**config.mk**
```make
export PLATFORM = sky130hd
export DESIGN_NAME = id_scoreboard
export DESIGN_NICKNAME = d
export VERILOG_FILES = /design/src/rtl/cpu_pkg.sv /design/src/rtl/id_scoreboard_sb_counter.sv /design/src/rtl/id_scoreboard.sv
export SDC_FILE = /design/constraint.sdc
export NUM_CORES = 1
export LEC_CHECK = 0
export ABC_CLOCK_PERIOD_IN_PS = 9150
export BUFFER_PORTS_ARGS = -buffer_cell sky130_fd_sc_hd__buf_2
export CAP_MARGIN = 40
export CORE_ASPECT_RATIO = 1.75
export CORE_MARGIN = 1.5
export CORE_UTILIZATION = 57
export DETAILED_ROUTE_END_ITERATION = 8
export PLACE_DENSITY = 0.79
export SYNTH_ARGS = -nofsm -noshare
export SYNTH_HDL_FRONTEND = slang
export SYNTH_SLANG_ARGS = --single-unit
```
**constraint.sdc**
```tcl
create_clock -name clk -period 9.15 [get_ports clk]
set_clock_uncertainty 0.1 [all_clocks]
set_input_delay 0.4575 -clock clk [delete_from_list [all_inputs] [get_ports clk]]
set_output_delay 0.4575 -clock clk [all_outputs]
set_load 0.005 [all_outputs]
```
**src/rtl/cpu_pkg.sv**
```systemverilog
// cpu_pkg: shared CPU-wide constants.
//   REG_N_DEFAULT   : number of architectural registers (r0 hard-wired zero)
//   MAX_LAT_DEFAULT : longest forwarding latency the scoreboard tracks
//   LAT_*           : issue_lat values the decoder drives per instruction class
package cpu_pkg;

  localparam int unsigned REG_N_DEFAULT   = 32;
  localparam int unsigned MAX_LAT_DEFAULT = 4;

  // Cycles after issue before a result can be forwarded.
  localparam int unsigned LAT_ALU  = 0;
  localparam int unsigned LAT_LOAD = 1;
  localparam int unsigned LAT_MUL  = 3;
  localparam int unsigned LAT_DIV  = MAX_LAT_DEFAULT;

endpackage

```
**src/rtl/id_scoreboard_sb_counter.sv**
```systemverilog
// sb_counter: one register's forwarding countdown.
//   clk, rst  : clock, synchronous active-high reset
//   load      : a new producer for this register issues this cycle
//   load_val  : its forwarding latency (wins over the decrement)
//   count     : current countdown value
//   busy      : count != 0
//   busy_next : value busy will take after the next edge (ignores rst)
module sb_counter
  import cpu_pkg::*;
#(
  parameter int unsigned LAT_W = 3
) (
  input  logic             clk,
  input  logic             rst,
  input  logic             load,
  input  logic [LAT_W-1:0] load_val,
  output logic [LAT_W-1:0] count,
  output logic             busy,
  output logic             busy_next
);

  logic [LAT_W-1:0] count_next;

  // Decrement runs every cycle, stalled or not, and stops at zero.
  always_comb begin
    count_next = count;
    if (load) begin
      count_next = load_val;
    end else if (count != '0) begin
      count_next = count - LAT_W'(1);
    end
  end

  always_ff @(posedge clk) begin
    if (rst) begin
      count <= '0;
    end else begin
      count <= count_next;
    end
  end

  assign busy      = (count != '0);
  assign busy_next = (count_next != '0);

endmodule

```
**src/rtl/id_scoreboard.sv**
```systemverilog
// id_scoreboard: decode-stage register hazard scoreboard for results of
// latency 0..MAX_LAT cycles.
//   clk, rst            : clock, synchronous active-high reset
//   rs_read/rs_addr     : decoding instruction's rs operand
//   rt_read/rt_addr     : decoding instruction's rt operand
//   issue_valid         : decoding instruction wants to enter EX
//   issue_wreg/issue_wd : it writes register issue_wd
//   issue_lat           : cycles until its result is forwardable (0 = ALU)
//   stall_o             : decode stall request (RAW on rs/rt, or WAW)
//   issue_fire_o        : issue_valid && !stall_o
//   busy_o              : per-register "result still in flight"
//   pending_o           : number of busy registers
module id_scoreboard
  import cpu_pkg::*;
#(
  parameter int unsigned REG_N   = REG_N_DEFAULT,
  parameter int unsigned MAX_LAT = MAX_LAT_DEFAULT,
  parameter int unsigned ADDR_W  = $clog2(REG_N),
  parameter int unsigned LAT_W   = $clog2(MAX_LAT + 1)
) (
  input  logic              clk,
  input  logic              rst,
  input  logic              rs_read,
  input  logic [ADDR_W-1:0] rs_addr,
  input  logic              rt_read,
  input  logic [ADDR_W-1:0] rt_addr,
  input  logic              issue_valid,
  input  logic              issue_wreg,
  input  logic [ADDR_W-1:0] issue_wd,
  input  logic [LAT_W-1:0]  issue_lat,
  output logic              stall_o,
  output logic              issue_fire_o,
  output logic [REG_N-1:0]  busy_o,
  output logic [ADDR_W:0]   pending_o
);

  localparam int unsigned PEND_W = ADDR_W + 1;

  logic [REG_N-1:0][LAT_W-1:0] count;
  logic [REG_N-1:0]            busy;
  logic [REG_N-1:0]            busy_next;
  logic [PEND_W-1:0]           pending_q;
  logic [PEND_W-1:0]           pending_next;
  logic                        raw_rs;
  logic                        raw_rt;
  logic                        waw;
  logic                        issue_write;

  // r0 never holds a pending result, so reads of it never stall.
  assign count[0]     = '0;
  assign busy[0]      = 1'b0;
  assign busy_next[0] = 1'b0;

  // Operands are compared against pre-issue state, so an instruction that
  // reads and writes the same register does not stall on itself.
  assign raw_rs = rs_read && (count[rs_addr] != '0);
  assign raw_rt = rt_read && (count[rt_addr] != '0);

  // A faster write must not overtake an older, slower one to the same reg.
  assign waw = issue_valid && issue_wreg && (issue_wd != '0)
            && (issue_lat < count[issue_wd]);

  assign stall_o      = raw_rs || raw_rt || waw;
  assign issue_fire_o = issue_valid && !stall_o;
  assign issue_write  = issue_fire_o && issue_wreg;

  for (genvar r = 1; r < REG_N; r++) begin : g_cnt
    sb_counter #(
      .LAT_W(LAT_W)
    ) u_cnt (
      .clk      (clk),
      .rst      (rst),
      .load     (issue_write && (issue_wd == ADDR_W'(r))),
      .load_val (issue_lat),
      .count    (count[r]),
      .busy     (busy[r]),
      .busy_next(busy_next[r])
    );
  end

  // pending is registered from the counters' next-state busy bits so that
  // it always matches popcount(busy_o) in the same cycle.
  always_comb begin
    pending_next = '0;
    for (int unsigned r = 0; r < REG_N; r++) begin
      pending_next = pending_next + PEND_W'(busy_next[r]);
    end
  end

  always_ff @(posedge clk) begin
    if (rst) begin
      pending_q <= '0;
    end else begin
      pending_q <= pending_next;
    end
  end

  assign busy_o    = busy;
  assign pending_o = pending_q;

endmodule

```
After elaboration in Yosys (flattened, before gate mapping) --
Index checks and enable logic that the tools add are counted.
Word-level totals: register bits after elaboration 99, input port bits 24
Cells by class: multiplexer cells 68, magnitude comparators 4, reduce and logical (&&, ||, !) cells 106, $add $sub $neg 61, equality and inequality tests 31
Operator list (count):
- 3-bit 2-to-1 mux | 65
- 3-bit nonzero test | 64
- 6-bit by 1-bit adder with 6-bit output | 25
- 3-bit by 1-bit subtractor with 3-bit output, second input constant | 31
- 5-bit equality test, second input constant | 16
- 3-bit binary-select mux with 5-bit select | 3
- 5-bit by 4-bit equality test with 1-bit output, second input constant | 8
- 1-bit logical AND | 38
- 5-bit by 3-bit equality test with 1-bit output, second input constant | 4
- 5-bit by 6-bit less-than comparator with 1-bit output, second input constant | 3
- 5-bit by 2-bit equality test with 1-bit output, second input constant | 2
- 5-bit by 1-bit adder with 6-bit output | 1
- 4-bit by 1-bit adder with 5-bit output | 1
- 5-bit by 1-bit equality test with 1-bit output, second input constant | 1
- 5-bit nonzero test | 1
- 3-bit by 1-bit adder with 4-bit output | 1
- 2-bit by 1-bit adder with 3-bit output | 1
- 3-bit less-than comparator | 1
- 1-bit by 1-bit adder with 2-bit output | 1
- 1-bit logical OR | 2
- 1-bit zero test | 1

Depth between registers and ports, before layout --
Gate-level depths: netlist of run 1.
depth after elaboration 42, gate-level depth with buffers 33, depth with buffers taken out 29

Hierarchy --
Synthesis of run 1 repeated with hierarchy kept, for this count alone.
Unflattened totals: cell total of the unflattened synthesis 1136, area, all modules 10044.6 µm²
By module, submodules not included:
- sb_counter | cells each 25, sequential area each 60.1 µm², instances 31, area an instance 227.7 µm²
- id_scoreboard | cells each 361, sequential area each 120.1 µm², instances 1, area an instance 2985.4 µm²

Worst setup path after synthesis of run 1 --
OpenSTA, ideal clock, no wires.
path type input port to flip-flop, from in issue_wd[0], to reg pending_q[4], in the netlist pending_o[4], setup time 0.128 ns, data arrival time 9.371 ns, slack -0.448 ns, stages 29, buffers on the path 4, cell sequence buf_2 clkbuf_1 buf_1 mux4_2 mux4_2 mux2i_1 ha_1 o21ai_0 a211o_1 or4_1 a2111oi_4 and3_1 clkbuf_1 mux2_1 fa_1 inv_1 fa_1 fa_1 fa_1 fa_1 inv_1 fa_1 inv_1 fa_1 fa_1 a21o_1 a21oi_1 xor2_1 nor2_1
On the way: cells in the longest elaborated chain, start to end 41, elaborated cells between the ends (all ways) 164
RTL lines:
- from (decl) | line id_scoreboard.sv:29 | input logic [ADDR_W-1:0] issue_wd,
- 3-bit binary-select mux with 5-bit select | line id_scoreboard.sv:61 | && (issue_lat < count[issue_wd]);
- 3-bit 2-to-1 mux (implied by the code) | line id_scoreboard.sv:61
- 3-bit less-than comparator | line id_scoreboard.sv:61
- 1-bit logical AND | line id_scoreboard.sv:61
- 1-bit logical OR | line id_scoreboard.sv:63 | assign stall_o = raw_rs || raw_rt || waw;
- 1-bit zero test | line id_scoreboard.sv:64 | assign issue_fire_o = issue_valid && !stall_o;
- 1-bit logical AND | line id_scoreboard.sv:64
- 1-bit logical AND | line id_scoreboard.sv:65 | assign issue_write = issue_fire_o && issue_wreg;
- [2 not listed]
- 3-bit nonzero test | line id_scoreboard_sb_counter.sv:43 | assign busy_next = (count_next != '0);
- 1-bit by 1-bit adder with 2-bit output | line id_scoreboard.sv:86 | pending_next = pending_next + PEND_W'(busy_next[r]);
- 2-bit by 1-bit adder with 3-bit output | line id_scoreboard.sv:86
- 3-bit by 1-bit adder with 4-bit output | line id_scoreboard.sv:86
- 4-bit by 1-bit adder with 5-bit output | line id_scoreboard.sv:86
- 5-bit by 1-bit adder with 6-bit output | line id_scoreboard.sv:86
- 6-bit by 1-bit adder with 6-bit output (24 in a row) | line id_scoreboard.sv:86
- 6-bit by 1-bit adder with 6-bit output * | line id_scoreboard.sv:86
- to (signal assigned) | line id_scoreboard.sv:94 | pending_q <= pending_next;
- to (decl) | line id_scoreboard.sv:42 | logic [PEND_W-1:0] pending_q;
Mark *: on every way between the ends. The rest lies on a longest branch, timed or not. The select of a mux whose other input is x is not followed. A chain may end at the register's enable or synchronous reset.

Worst setup path after layout of run 1 --
from reg g_cnt[10].u_cnt.count[1], to reg pending_q[4], in the netlist pending_o[4]
On the way: cells in the longest elaborated chain, start to end 42, elaborated cells between the ends (all ways) 143
RTL lines:
- from (decl) | line id_scoreboard_sb_counter.sv:17 | output logic [LAT_W-1:0] count,
- from (signal assigned) | line id_scoreboard_sb_counter.sv:38 | count <= count_next;
- branches (longest 41 deep; another with 3-bit less-than comparator)
- 6-bit by 1-bit adder with 6-bit output * | line id_scoreboard.sv:86
Mark *: on every way between the ends. The select of a mux whose other input is x is not followed.

==> metrics.csv, run 1 <==
metric,value,unit
drtIter0Drc,716,
ys_ff_latch,99,
setup_violations,0,
cp_common_cell,fa_1,
clock-sinks,99,
fin_cells,1473,
synth_top_area_share,19.80,%
ant_nets,0,
dieArea,18400,um^2
period_share,95.64,%
reg2reg_to,pending_o[4],
area_growth_syn_to_layout,8.374,%
clockBufferDepth,2,
hpwlAfterDp,23.14,mm
fillerInstances,1537,
wirelength,30.21,mm
clk_pin_slew,0.07,ns
reg2reg_depth,28,
portBuffers,62,
ys_seq_area_share,19.80,%
detailroute.via_count,9344,
hold_viol_final,0,
synth.distinct_cells,61,
hp-start,g_cnt[9].u_cnt.count[1],
ys.flop_type,dfxtp_1,
die_h,178.3,um
gp_congestion,1.054,
row_count,64,
status,"complete, no violations",
tightestPinTransition,0.8622,ns
io_pins,64,
synthesis.area,10010,um^2
ff2ff_setup_slack,0.40,ns
ctsResizeCount,0,
clk_latency,0.36,ns
ctsRootBufferMaster,clkbuf_16,
postCtsHoldBufs,0,
crit_path_end_kind,register,
syn_nets,1329,
hold_end,g_cnt[9].u_cnt.count[1],
cts_buffers,9,
slew_headroom,42.52,%
ctsHtreeMaxLevel,3,
final_nets,1353,
core-area,17380,um^2
antenna_found_initial,2,
rsz0062_at_grt,no,
required,9.30,ns
yosys-top-cells-area,"dfxtp_1 (20%), ha_1 (8.9%), mux2_2 (8.5%), mux2i_1 (7.5%), mux4_2 (5.6%)",
finalCriticalPeriod,8.751,ns
grt_pass1_vias,8801,
cts_tree,built,
r2r-start,g_cnt[10].u_cnt.count[1],
grt_usage,33.54,%
crit_path_max_incr_delay,0.57,ns
grt_pass1_wl,45.89,mm
setup.worst_path.class,register to register,
hp-class,register to register,
grt-ovfl-total,0,
drt-pass1-iter-count,7,
wl_per_cell,20.51,um
cap_violations,0,
fmax,114.3,MHz
cts_setup_buffers,0,
hold_depth,4,
cp_max_fo,4,
avgSynthCellArea,8.267,um^2
vias_per_cell,6.344,
drc,0,
yosysTopAreaCell,dfxtp_1,
cp-start-kind,register,
slowest_stage,fa_1,
synthCells,1211,
finalSetupTns,0,ns
worstPathArrival,8.90,ns
grt_start_max_net_pins,59,
yosys_warnings,0,
synth_edf_count,0,
die_w,103.2,um
async_reset_ff_share,0,%
placedCellCount,1455,
drive_above_1_share,18.39,%
start_util,57.61,%
slew_violations,0,
[kinds of logic after synthesis]
kind of cell / Yosys count / synth area share [%]
other cells: 1 / 0.03746
flops: 99 / 19.80
xor+xnor: 33 / 2.887
buf+inv: 215 / 9.399
compound gates: 171 / 11.16
simple gates: 421 / 21.46
mux: 177 / 21.78
fa+ha+maj: 94 / 13.47
[cells in the mapped netlist, types with 4 or more instances]
| cell | number |
|---|---|
| mux2_2 | 76 |
| a21oi_1 | 31 |
| mux2i_1 | 75 |
| fa_1 | 23 |
| a31oi_1 | 26 |
| o21ai_0 | 54 |
| nor2_1 | 115 |
| buf_1 | 5 |
| ha_1 | 71 |
| nand4_1 | 37 |
| dfxtp_1 | 99 |
| inv_1 | 131 |
| a211oi_1 | 6 |
| and3_1 | 4 |
| xnor2_1 | 31 |
| nor4_1 | 15 |
| nand3_1 | 25 |
| a32oi_1 | 8 |
| a211o_1 | 8 |
| mux4_2 | 25 |
| a22oi_1 | 5 |
| buf_4 | 33 |
| nor2b_1 | 36 |
| nor3_1 | 63 |
| a2111oi_0 | 6 |
| or2_2 | 4 |
| nand2_1 | 63 |
| nor3b_1 | 5 |
| buf_2 | 8 |
| nand2b_1 | 37 |
| clkbuf_1 | 38 |
[stage by stage]
step	setup slack [ns]	area (um^2)	hold slack, ns	utilization (%)
3_5_place_dp	0.09875	10520	0.5296	60.56
6_report	0.3992	10850	0.5381	62.44
5_1_grt	0.03989	10850	0.5644	62.44
4_1_cts	0.4683	10840	0.5425	62.41
3_3_place_gp	0.1839	10450	0.5037	60.13
2_1_floorplan	0.008945	10020	0.4720	-
[how the worst max path moves through the flow]
stage / endpoint / slack [ns] / start
after floorplan: pending_o[4] / 0.009 / issue_wd[0]
after global placement: pending_o[4] / 0.18 / issue_wd[0]
after detailed placement: pending_o[4] / 0.1 / issue_wd[0]
after CTS: pending_o[4] / 0.47 / issue_wd[0]
after global routing: pending_o[4] / 0.04 / g_cnt[10].u_cnt.count[1]
final: pending_o[4] / 0.40 / g_cnt[10].u_cnt.count[1]
[sequential cells by signal, summed over array words and instances, names as in the netlist]
signal / flops
pending_o: 6
g_cnt.u_cnt.count: 93
[critical path: cells and delay by family, from the launching register on]
kind            cells  cell delay (ns)
xor+xnor            1             0.16
buf+inv             5             0.53
mux                 3             0.92
fa+ha+maj           9             4.36
simple gates        3             0.71
flops               1             0.40
compound gates      7             1.45
[routing by layer]
layer  part of all wire (%)  track usage [%]
met1                     34            35.01
met2                     49            56.85
met3                    6.7            4.976
met4                     10            29.73
met5                      0                0
[layout by cell type (no fill, tap or decap), types with 3 or more instances in the layout]
cell type / Yosys / final
ha_1: 71 / 71
a2111oi_0: 6 / 6
o22ai_1: 3 / 3
nand3_1: 25 / 25
and3_1: 4 / 4
o2111ai_1: 3 / 3
o31ai_1: 3 / 3
inv_1: 131 / 131
a22oi_1: 5 / 5
mux2_2: 76 / 76
nor2_1: 115 / 115
nor4_1: 15 / 15
a211o_1: 8 / 8
a221oi_1: 3 / 3
xnor2_1: 31 / 31
nor3b_1: 5 / 5
buf_4: 33 / 30
nor4b_1: 3 / 3
buf_2: 8 / 62
mux4_2: 25 / 25
mux2i_1: 75 / 75
clkbuf_16: 0 / 9
nor2b_1: 36 / 34
a211oi_1: 6 / 6
a32oi_1: 8 / 8
o21ai_0: 54 / 54
nor3_1: 63 / 62
nand3b_1: 3 / 3
a31oi_1: 26 / 26
fa_1: 23 / 23
nand4_1: 37 / 37
a21oi_1: 31 / 31
or2_2: 4 / 4
buf_12: 0 / 3
nand2b_1: 37 / 36
nand2_1: 63 / 63
and2_1: 3 / 3
dfxtp_1: 99 / 99
[layout make-up]
type,count,area (um^2),area share [%]
Clock inverter,4,73.82,0.6804
Sequential cell,99,1982,18.27
Inverter,131,491.7,4.532
Timing Repair Buffer,97,650.6,5.997
Clock buffer,12,246.5,2.272
Tap cell,231,289.0,2.664
Multi-Input combinational cell,897,7111,65.54
Antenna cell,2,5.005,0.04613
Power of run 1 is left out: the tool's default activity adds up to more than one toggle a clock period on the data nets, which glitch-free logic cannot reach.
==> run 2, diff against run 1 <==
- MAX_ROUTING_LAYER: default -> met4
==> run 2 against run 1 <==
Against the previous run: sequential cell count did not move; critical path depth did not move; critical endpoint unchanged; clock-buffer cell count did not move; sequential share of layout area barely moved; largest cell class unchanged; final cell count rose by 0.41%; core utilization barely moved; first-iteration DRC count fell by 5.7%; global-route usage rose by 1.5 points; worst hold slack got worse by 0.012 ns; critical path type is now input port to register.
==> metrics.csv, run 2 (synthesis results as in run 1) <==
metric,value,unit,change
grt_start_max_net_pins,57,,was 59
postCtsHoldBufs,0,,unchanged
slew_headroom,40.72,%,was 42.52%
cp_max_fo,13,,was 4
vias_per_cell,6.275,,was 6.344
crit_path_max_incr_delay,0.65,ns,was 0.57 ns
regArea,1982,um^2,unchanged
setup_violations,0,,unchanged
final_nets,1359,,"was 1,353"
start_util,57.61,%,unchanged
cp_common_cell,fa_1,,unchanged
fillerInstances,1544,,"was 1,537"
pre_cts_slack,0.07015,ns,was 0.09875 ns
hpwlAfterDp,23.87,mm,was 23.14 mm
worstPathArrival,8.96,ns,was 8.90 ns
clockBufferDepth,2,,unchanged
clk_latency,0.37,ns,was 0.36 ns
cts_tree,built,,unchanged
clk_pin_slew,0.07,ns,about the same
io_pins,64,,unchanged
detailroute.via_count,9280,,"was 9,344"
grt-ovfl-total,0,,unchanged
finalSetupTns,0,ns,unchanged
drt-pass1-iter-count,6,,was 7
cts_buffers,9,,unchanged
layout_common_cells,"inv_1 (131), nor2_1 (115), dfxtp_1 (99), mux2_2 (76), mux2i_1 (75)",,unchanged
hp-class,register to register,,unchanged
cp-start-kind,input port,,was register
cap_violations,0,,unchanged
wl_per_cell,20.61,um,was 20.51 um
dieArea,18400,um^2,unchanged
hold_viol_final,0,,unchanged
portBuffers,62,,unchanged
fmax,113.5,MHz,was 114.3 MHz
area_growth_syn_to_layout,8.361,%,was 8.374%
tightestPinTransition,0.8873,ns,was 0.8622 ns
ctsHtreeMaxLevel,3,,unchanged
drc,0,,unchanged
ctsRootBufferMaster,clkbuf_16,,unchanged
ctsResizeCount,0,,unchanged
multi_input_area,7111,um^2,unchanged
required,9.30,ns,about the same
slew_violations,0,,unchanged
clock-sinks,99,,unchanged
period_share,96.31,%,was 95.64%
largest_register_ffs,93,,unchanged
rsz0062_at_grt,no,,unchanged
die_w,103.2,um,unchanged
crit_path_end_kind,register,,unchanged
largest-register,g_cnt.u_cnt.count,,unchanged
antenna_found_initial,2,,unchanged
core-area,17380,um^2,unchanged
gp_congestion,1.041,,was 1.054
grt_pass1_vias,8852,,"was 8,801"
ff2ff_setup_slack,0.34,ns,was 0.40 ns
cts_setup_buffers,0,,unchanged
status,"complete, no violations",,unchanged
row_count,64,,unchanged
ant_nets,0,,unchanged
grt_pass1_wl,46.96,mm,was 45.89 mm
finalCriticalPeriod,8.812,ns,was 8.751 ns
drtIter0Drc,675,,was 716
grt_usage,35.02,%,was 33.54%
die_h,178.3,um,unchanged
fin_ws,0.3378,ns,was 0.3992 ns
slowest_stage,fa_1,,unchanged
layout_commonest_cell,inv_1,,unchanged
wirelength,30.48,mm,was 30.21 mm
drive_above_1_share,18.86,%,was 18.39%
setup.worst_path.class,input port to register,,was register to register
==> run 2: cell count changes in the layout (fill, tap and decap cells not counted) <==
cell / change
buf_12: +1
buf_16: -1
buf_4: +6
bufinv_16: -2
clkbuf_1: -1
clkbuf_8: +1
clkinv_2: +1
clkinv_4: -1
clkinvlp_4: +2
==> run 2: through the flow <==
stage / area, um^2 / util [%] / hold WS, ns / std cells
floorplan: 10020 / - / 0.4720 / 1211
finish: 10850 / 62.43 / 0.5265 / 1479
detailed placement: 10560 / 60.78 / 0.5214 / 1461
global route: 10850 / 62.43 / 0.5846 / 1479
CTS: 10840 / 62.40 / 0.5339 / 1477
global placement: 10510 / 60.51 / 0.5018 / 1459
==> run 2: worst paths after layout <==
| check | to | startpoint | cells past startpoint |
|---|---|---|---|
| setup / recovery | pending_o[4] | issue_wd[1] | 28 |
| hold / removal | g_cnt[11].u_cnt.count[1] | g_cnt[11].u_cnt.count[1] | 4 |
| setup reg to reg | pending_o[4] | g_cnt[10].u_cnt.count[1] | 28 |
| hold reg to reg | g_cnt[11].u_cnt.count[1] | g_cnt[11].u_cnt.count[1] | 4 |
==> run 2: critical path, delay by kind of cell <==
kind	cells	cell delay, ns
AOI/OAI and AO/OA	5	0.92
xor gates and xnor gates	1	0.16
adders and majority gates	9	4.28
buffers and inverters	6	0.94
muxes	4	1.36
and+or+nand+nor	3	0.80
==> run 2: final cells by class <==
cell class | count | share of cell area [%]
well taps | 231 | 2.664
inverters | 131 | 4.533
clock buffers | 12 | 2.364
diodes | 2 | 0.04614
clock inverters | 4 | 0.2307
multi-input cells | 897 | 65.55
flip-flops and latches | 99 | 18.27
repair buffers | 103 | 6.344
==> run 2: metal layers <==
metal | GRT usage, % | vias up | wire [um]
met5 | - | - | 0
met4 | 28.77 | 0 | 2930
met3 | 5.329 | 158 | 1858
met2 | 58.14 | 419 | 15220
met1 | 35.63 | 4399 | 10470
li1 | - | 4304 | -
Power of run 2 is left out for the same reason.
